===== config.mk =====
export PLATFORM = sky130hd
export DESIGN_NAME = page_table_walker
export DESIGN_NICKNAME = d
export VERILOG_FILES = /design/src/rtl/params_pkg.sv /design/src/rtl/page_table_walker.sv
export SDC_FILE = /design/constraint.sdc
export NUM_CORES = 1
export LEC_CHECK = 0
export CAP_MARGIN = 20
export CORE_ASPECT_RATIO = 2
export CORE_MARGIN = 10
export CORE_UTILIZATION = 25
export DETAILED_ROUTE_END_ITERATION = 10
export GPL_ROUTABILITY_DRIVEN = 1
export GPL_TIMING_DRIVEN = 0
export PLACE_DENSITY = 0.52
export SYNTH_ARGS = -nofsm -noshare
export SYNTH_HDL_FRONTEND = slang
export SYNTH_SLANG_ARGS = --single-unit

===== constraint.sdc =====
create_clock -name clk_i -period 4.69 [get_ports clk_i]
set_input_delay 0.938 -clock clk_i [delete_from_list [all_inputs] [get_ports clk_i]]
set_output_delay 0.938 -clock clk_i [all_outputs]
set_load 0.01 [all_outputs]

===== src/rtl/params_pkg.sv =====
// Shared Sv32 walker types and constants.
// CSR address constants live in csr_regfile, not here.
package params_pkg;

  localparam int DATA_WIDTH    = 32;
  localparam int ADDR_WIDTH    = 32;

  localparam int SATP_MODE_BIT = 31;

  localparam int PTE_V         = 0;
  localparam int PTE_R         = 1;
  localparam int PTE_W         = 2;
  localparam int PTE_X         = 3;

  typedef enum logic [2:0] {
    S_IDLE,
    S_L1_REQ,
    S_L1_WAIT,
    S_L0_REQ,
    S_L0_WAIT,
    S_DONE
  } ptw_state_e;

endpackage


===== src/rtl/page_table_walker.sv =====
// Sv32 two-level page table walker with bare-mode bypass.
// Define PTW_SUPERPAGE_EN to accept 4 MiB L1 leaves.
module page_table_walker #(
  parameter int DATA_WIDTH = params_pkg::DATA_WIDTH,
  parameter int ADDR_WIDTH = params_pkg::ADDR_WIDTH
) (
  input  logic                  clk_i,
  input  logic                  rst_i,
  input  logic [DATA_WIDTH-1:0] satp_i,
  input  logic                  req_valid_i,
  output logic                  req_ready_o,
  input  logic [ADDR_WIDTH-1:0] req_vaddr_i,
  input  logic                  req_store_i,
  output logic                  resp_valid_o,
  input  logic                  resp_ready_i,
  output logic [ADDR_WIDTH-1:0] resp_paddr_o,
  output logic                  resp_fault_o,
  output logic                  mem_req_valid_o,
  input  logic                  mem_req_ready_i,
  output logic [ADDR_WIDTH-1:0] mem_req_addr_o,
  input  logic                  mem_resp_valid_i,
  input  logic [DATA_WIDTH-1:0] mem_resp_data_i
);
  import params_pkg::*;

  ptw_state_e            r_state;
  ptw_state_e            w_next;

  logic [ADDR_WIDTH-1:0] r_vaddr;
  logic                  r_store;
  logic [DATA_WIDTH-1:0] r_satp;
  logic [ADDR_WIDTH-1:0] r_l0_addr;
  logic [ADDR_WIDTH-1:0] r_paddr;
  logic                  r_fault;

  logic                  w_bare;
  logic [21:0]           w_ppn;
  logic                  w_v;
  logic                  w_r;
  logic                  w_w;
  logic                  w_x;
  logic                  w_invalid;
  logic                  w_leaf;
  logic                  w_wfault;
  logic [33:0]           w_l1_full;
  logic [33:0]           w_l0_full;
  logic [ADDR_WIDTH-1:0] w_l1_addr;
  logic [ADDR_WIDTH-1:0] w_l0_addr;
  logic                  w_l1_go_l0;
  logic                  w_l1_fault;
  logic [ADDR_WIDTH-1:0] w_l1_paddr;
  logic                  w_l0_fault;
  logic [ADDR_WIDTH-1:0] w_l0_paddr;
  logic                  w_unused;

  assign w_bare     = ~satp_i[SATP_MODE_BIT];

  assign w_ppn      = mem_resp_data_i[31:10];
  assign w_v        = mem_resp_data_i[PTE_V];
  assign w_r        = mem_resp_data_i[PTE_R];
  assign w_w        = mem_resp_data_i[PTE_W];
  assign w_x        = mem_resp_data_i[PTE_X];
  assign w_invalid  = ~w_v | (~w_r & w_w);
  assign w_leaf     = w_r | w_x;
  assign w_wfault   = r_store & ~w_w;

  assign w_l1_full  = {r_satp[21:0], 12'h000}
                    + {22'h0, r_vaddr[31:22], 2'b00};
  assign w_l0_full  = {w_ppn, 12'h000}
                    + {22'h0, r_vaddr[21:12], 2'b00};
  assign w_l1_addr  = w_l1_full[ADDR_WIDTH-1:0];
  assign w_l0_addr  = w_l0_full[ADDR_WIDTH-1:0];

  assign w_l1_go_l0 = ~w_invalid & ~w_leaf;

`ifdef PTW_SUPERPAGE_EN
  assign w_l1_fault = w_invalid
                    | (w_leaf & ((w_ppn[9:0] != 10'h0) | w_wfault));
  assign w_l1_paddr = ADDR_WIDTH'({w_ppn[19:10], r_vaddr[21:0]});
`else
  assign w_l1_fault = w_invalid | w_leaf;
  assign w_l1_paddr = '0;
`endif

  assign w_l0_fault = w_invalid | ~w_leaf | w_wfault;
  assign w_l0_paddr = ADDR_WIDTH'({w_ppn[19:0], r_vaddr[11:0]});

  // Bits that do not steer the walk: PTE A/D/G/U, upper satp.
  assign w_unused   = ^{r_satp[31:22], mem_resp_data_i[9:4],
                        w_l1_full[33:32], w_l0_full[33:32]};

  // State register; reset abandons any walk in flight.
  always_ff @(posedge clk_i or negedge rst_i) begin
    if (!rst_i) r_state <= S_IDLE;
    else        r_state <= w_next;
  end

  // Next-state logic.
  always_comb begin
    w_next = r_state;
    unique case (r_state)
      S_IDLE:    if (req_valid_i)
                   w_next = w_bare ? S_DONE : S_L1_REQ;
      S_L1_REQ:  if (mem_req_ready_i) w_next = S_L1_WAIT;
      S_L1_WAIT: if (mem_resp_valid_i)
                   w_next = w_l1_go_l0 ? S_L0_REQ : S_DONE;
      S_L0_REQ:  if (mem_req_ready_i) w_next = S_L0_WAIT;
      S_L0_WAIT: if (mem_resp_valid_i) w_next = S_DONE;
      S_DONE:    if (resp_ready_i) w_next = S_IDLE;
      default:   w_next = S_IDLE;
    endcase
  end

  // Moore outputs; addresses and results are zero outside their states.
  always_comb begin
    req_ready_o     = 1'b0;
    resp_valid_o    = 1'b0;
    resp_paddr_o    = '0;
    resp_fault_o    = 1'b0;
    mem_req_valid_o = 1'b0;
    mem_req_addr_o  = '0;
    unique case (r_state)
      S_IDLE:   req_ready_o = 1'b1;
      S_L1_REQ: begin
        mem_req_valid_o = 1'b1;
        mem_req_addr_o  = w_l1_addr;
      end
      S_L0_REQ: begin
        mem_req_valid_o = 1'b1;
        mem_req_addr_o  = r_l0_addr;
      end
      S_DONE:   begin
        resp_valid_o = 1'b1;
        resp_paddr_o = r_paddr;
        resp_fault_o = r_fault;
      end
      default:  ;
    endcase
  end

  // Latch the request and fold each PTE into the walk result.
  always_ff @(posedge clk_i or negedge rst_i) begin
    if (!rst_i) begin
      r_vaddr   <= '0;
      r_store   <= 1'b0;
      r_satp    <= '0;
      r_l0_addr <= '0;
      r_paddr   <= '0;
      r_fault   <= 1'b0;
    end else begin
      unique case (r_state)
        S_IDLE: if (req_valid_i) begin
          r_vaddr <= req_vaddr_i;
          r_store <= req_store_i;
          r_satp  <= satp_i;
          r_paddr <= req_vaddr_i;
          r_fault <= 1'b0;
        end
        S_L1_WAIT: if (mem_resp_valid_i) begin
          r_l0_addr <= w_l0_addr;
          r_fault   <= w_l1_fault;
          r_paddr   <= w_l1_fault ? '0 : w_l1_paddr;
        end
        S_L0_WAIT: if (mem_resp_valid_i) begin
          r_fault <= w_l0_fault;
          r_paddr <= w_l0_fault ? '0 : w_l0_paddr;
        end
        default: ;
      endcase
    end
  end

endmodule


-- After elaboration in Yosys (flattened, before gate mapping)
Index checks and enable logic that the tools add are counted.
- bits of input ports: 103
- output and inout port bits: 68
- bits in registers: 121
- word-level logic and storage cells: 64
- $add $sub $neg: 2
- muxes and demuxes: 24
- reductions and logical operators: 7
- equality and inequality tests: 11
- bitwise operators: 13
- operators by type and width (cell ; count):
    two-way mux 32 bit ; 5
    case mux 32 bit (3 select lines) ; 1
    adder 32 x 12 -> 32 bit ; 2
    case mux 32 bit (2 select lines) ; 1
    two-way mux 3 bit ; 8
    case mux 3 bit (6 select lines) ; 1
    != test 2 bit (second input constant) ; 6
    two-way mux 1 bit ; 7
    equality test 3 x 2 -> 1 bit (second input constant) ; 2
    equality test 3 bit (second input constant) ; 2
    AND reduction 6 bit ; 1
    NOT 1 bit ; 5
    OR 1 bit ; 5
    AND reduction 2 bit ; 2
    AND reduction 4 bit ; 1
    bitwise AND 1 bit ; 3
    equality test 3 x 1 -> 1 bit (second input constant) ; 1
    logical NOT 3 bit ; 1
    case mux 1 bit (3 select lines) ; 1
    nonzero test 3 bit ; 1
    OR reduction 2 bit ; 1

-- Depth between registers and ports, before layout
- word-level depth: 8
- depth in mapped cells: 7
- depth with buffers taken out: 4

-- Worst setup path after synthesis
OpenSTA, ideal clock, no wires.
- path kind: register to output
- start: register r_state[1]
- end: output mem_req_addr_o[23]
- stages on the path, launching flop included: 6
- data required time: 3.752 ns
- arrival time: 1.460 ns
- setup slack: 2.292 ns
- buffers on the path: 3
- cells stage by stage: dfrtp_1 > buf_6 > clkbuf_1 > buf_1 > mux2i_1 > nor2_1
- word-level cells in the longest chain between the ends: 2
- elaborated cells on any way between the ends: 3
- classes of those cells: eq/ne: 2; mux: 1
- ends and longest elaborated chain (what ; line ; text):
    start, declared ; page_table_walker.sv:26 ; ptw_state_e r_state;
    start signal, assigned ; page_table_walker.sv:95 ; else r_state <= w_next;
    equality test 3 x 2 -> 1 bit / equality test 3 x 1 -> 1 bit (equally long branches) ; page_table_walker.sv:122 ; unique case (r_state)
    case mux 32 bit (2 select lines) * ; page_table_walker.sv:122 ;
    end, declared ; page_table_walker.sv:20 ; output logic [ADDR_WIDTH-1:0] mem_req_addr_o,
Every way passes the cells marked *; elsewhere a longest branch is shown, timed or not.

-- Worst setup path in the final report
- start: register r_state[1]
- end: output mem_req_addr_o[29]
Same word-level chain as after synthesis.

==> impl_metrics.json <==
{
  "grt_pass1_vias": 4733,
  "reg2reg_depth": 6,
  "viasPerCell": 4.64,
  "hpwlAfterDp_um": 14700,
  "drive_above_1_share_pct": 22.2,
  "htree_num_levels": 4,
  "cap_violations": 0,
  "fin_nets": 711,
  "num_vias": 4169,
  "startpoint": "r_state[1]$_DFFE_PN0P_",
  "finalWeightedCongestion": 0.758,
  "reg2reg_setup_slack_ps": 2220,
  "grt_start_max_net_pins": 76,
  "slew_headroom_pct": 49.9,
  "clock_skew_ps": 7.33,
  "grt.overflow.total": 0,
  "wirelength_um": 18700,
  "post-route-min-period_ps": 3680,
  "placed_area_sq_mm": 0.00752,
  "synth_area_leaders": "dfrtp_1 53%, mux2_2 17%, mux2_1 6.0%, mux2i_1 5.5%, a22o_1 5.0%",
  "worstSkewPairLatency_ps": 420,
  "crit_cells": 6,
  "hold_viol_final": 0,
  "cts_buffers": 17,
  "rr_endpoint": "r_paddr[2]$_DFFE_PN0P_",
  "yosys.area.top_type_share_pct": 52.7,
  "die_y_um": 233,
  "antenna_found_initial": 0,
  "min_period_over_period_pct": 78.6,
  "cts_root_buf": "clkbuf_16",
  "setup_ws_ps": 1010,
  "rsz0062_at_grt": "no",
  "die_w_um": 126,
  "leakage_nw": 3.43,
  "yosys_warnings": 0,
  "peakVddDrop_v": 0.000233,
  "startpoint_type": "register",
  "grt_pass1_wl_um": 28700,
  "final_common_cell": "clkdlybuf4s50_1",
  "critical-path-top-delay-family": "buffers and inverters",
  "post-cts-setup-buffer-count": 0,
  "finalSetupViolations": 0,
  "status": "completed",
  "arrival_ps": 2750,
  "mostFrequentLayoutCells": "148 x clkdlybuf4s50_1, 119 x dfrtp_1, 86 x mux2_2, 34 x and3_1, 33 x nor2_1",
  "post_cts_resized": 0,
  "seq_area_frac_synth_pct": 52.7,
  "rows": 77,
  "final_area_sq_mm": 0.00815,
  "critPathKind": "register to output port",
  "synth_cell_types": 33,
  "regToRegStartpoint": "r_state[2]$_DFFE_PN0P_",
  "required_ps": 3750,
  "place_ws_ps": 1320,
  "pin_count": 171,
  "ys_seq_elements": 119,
  "power_density_mw_per_mm2": 661,
  "dieArea_sq_mm": 0.0294,
  "clk_path_buf_depth": 2,
  "cts_tree": "done",
  "critical_path_buf_inv_count": 4,
  "grt_use_total_pct": 12.7,
  "drtIter0Drc": 175,
  "critical_path.max_fanout": 10,
  "detail_route.first_pass.iterations": 4,
  "cp_cell_sequence": "buf_6 -> clkbuf_1 -> buf_1 -> mux2i_1 -> nor2_1 -> clkdlybuf4s50_1",
  "coreArea_sq_mm": 0.0222,
  "synthCells": 438,
  "start_util_pct": 25.5,
  "fmax_mhz": 271,
  "cts_hold_buf": 0,
  "drv_slew": 0,
  "netlist_area_sq_mm": 0.00565,
  "cts.clk_slew.worst_paths_ps": 60,
  "tightest_slew_ps": 751,
  "tns_ps": 0,
  "syn2layout_area_growth_pct": 44.1,
  "slowest_delay_ps": 630,
  "slowest_stage": "buf_1",
  "io_buffers": 149,
  "synth.avg_cell_area_sq_um": 12.9,
  "crit_path_end_kind": "output port",
  "wl_per_cell_um": 20.8,
  "cts.sink_count": 119,
  "ant_nets": 0,
  "endpoint": "mem_req_addr_o[29]",
  "synth_area_leader_cell": "dfrtp_1",
  "drc_errors": 0,
  "min_path_type": "primary input to asynchronous set/reset pin"
}
cells by family after synthesis:
kind of cell | count (synthesis) | share of synthesized area, %
mux | 147 | 28.6
flops | 119 | 52.7
simple gates | 86 | 8.12
compound gates | 43 | 6.77
buf+inv | 42 | 3.76
other cells | 1 | 0.0663
Yosys cell counts:
cell type and count:
dfrtp_1 119, mux2_2 86, and3_1 34, nor2_1 33
a22o_1 32, mux2i_1 31, mux2_1 30, clkbuf_1 20
buf_2 11, nor2b_1 5, buf_6 4, buf_4 3
inv_1 3, nand2b_1 3, a211oi_1 2, and2_1 2
nand2_1 2, nor3_1 2, o21bai_1 2, a2111oi_4 1
a2bb2oi_1 1, a31oi_1 1, and3b_1 1, buf_1 1
conb_1 1, nor3b_1 1, nor4_1 1, nor4b_1 1
o21ai_0 1, o221ai_1 1, o2bb2ai_1 1, o31ai_1 1
or3b_4 1
routing by layer:
layer  global-route usage, %  up-vias  share of wire, %
met4                    6.75        0               3.3
met3                    3.07       31               4.5
met1                    12.7     2089                37
met2                    23.5      125                56
li1                        -     1924                 -
met5                       0        -                 0
final cells by class:
type                    count  area (sq um)
plain buffers              39           201
clock inverters            12           175
diodes                      1          2.50
flip-flops and latches    119          2980
multi-input cells         278          2470
inverters                   3          11.3
repair buffers            150          1520
clock buffers              20           447
fillers                  2204         14000
well taps                 276           345
worst reg2reg max path, cell delays in order, from the launching register on:
cell and delay [ps]:
dfrtp_1 360, buf_4 160, nor2b_1 250, a2bb2oi_1 150, nor2_1 480, clkbuf_1 550
mux2_1 400
worst min-delay path by stage:
stage / from / end / cells past startpoint
floorplan: r_paddr[10]$_DFFE_PN0P_ / r_paddr[10]$_DFFE_PN0P_ / 1
global placement: r_paddr[4]$_DFFE_PN0P_ / r_paddr[4]$_DFFE_PN0P_ / 1
detailed placement: r_paddr[22]$_DFFE_PN0P_ / r_paddr[22]$_DFFE_PN0P_ / 1
CTS: rst_i / r_satp[16]$_DFFE_PN0P_ / 1
global route: rst_i / r_satp[12]$_DFFE_PN0P_ / 1
finish: rst_i / r_satp[13]$_DFFE_PN0P_ / 1
registers in the layout (all words and copies together) (netlist names):
register   count
r_paddr       32
r_vaddr       32
r_l0_addr     30
r_satp        20
r_state        3
r_fault        1
r_store        1
per-stage QoR:
| step | instances | util (%) | total power [mW] | hold slack, ps |
|---|---|---|---|---|
| finish | 898 | 36.8 | 5.39 | 450 |
| global route | 897 | 36.8 | 5.75 | 477 |
| CTS | 897 | 36.8 | 5.48 | 452 |
| detailed placement | 865 | 33.9 | 4.06 | 469 |
| global placement | 864 | 33.8 | 3.99 | 460 |
| floorplan | 439 | - | 3.14 | 450 |
power by group:
part | switching [mW] | internal (mW) | total [mW]
Sequential | 0.246 | 1.54 | 1.79
Clock | 0.480 | 0.902 | 1.38
Combinational | 1.02 | 1.19 | 2.22
Note: power is estimated with default switching activity, not from simulation.
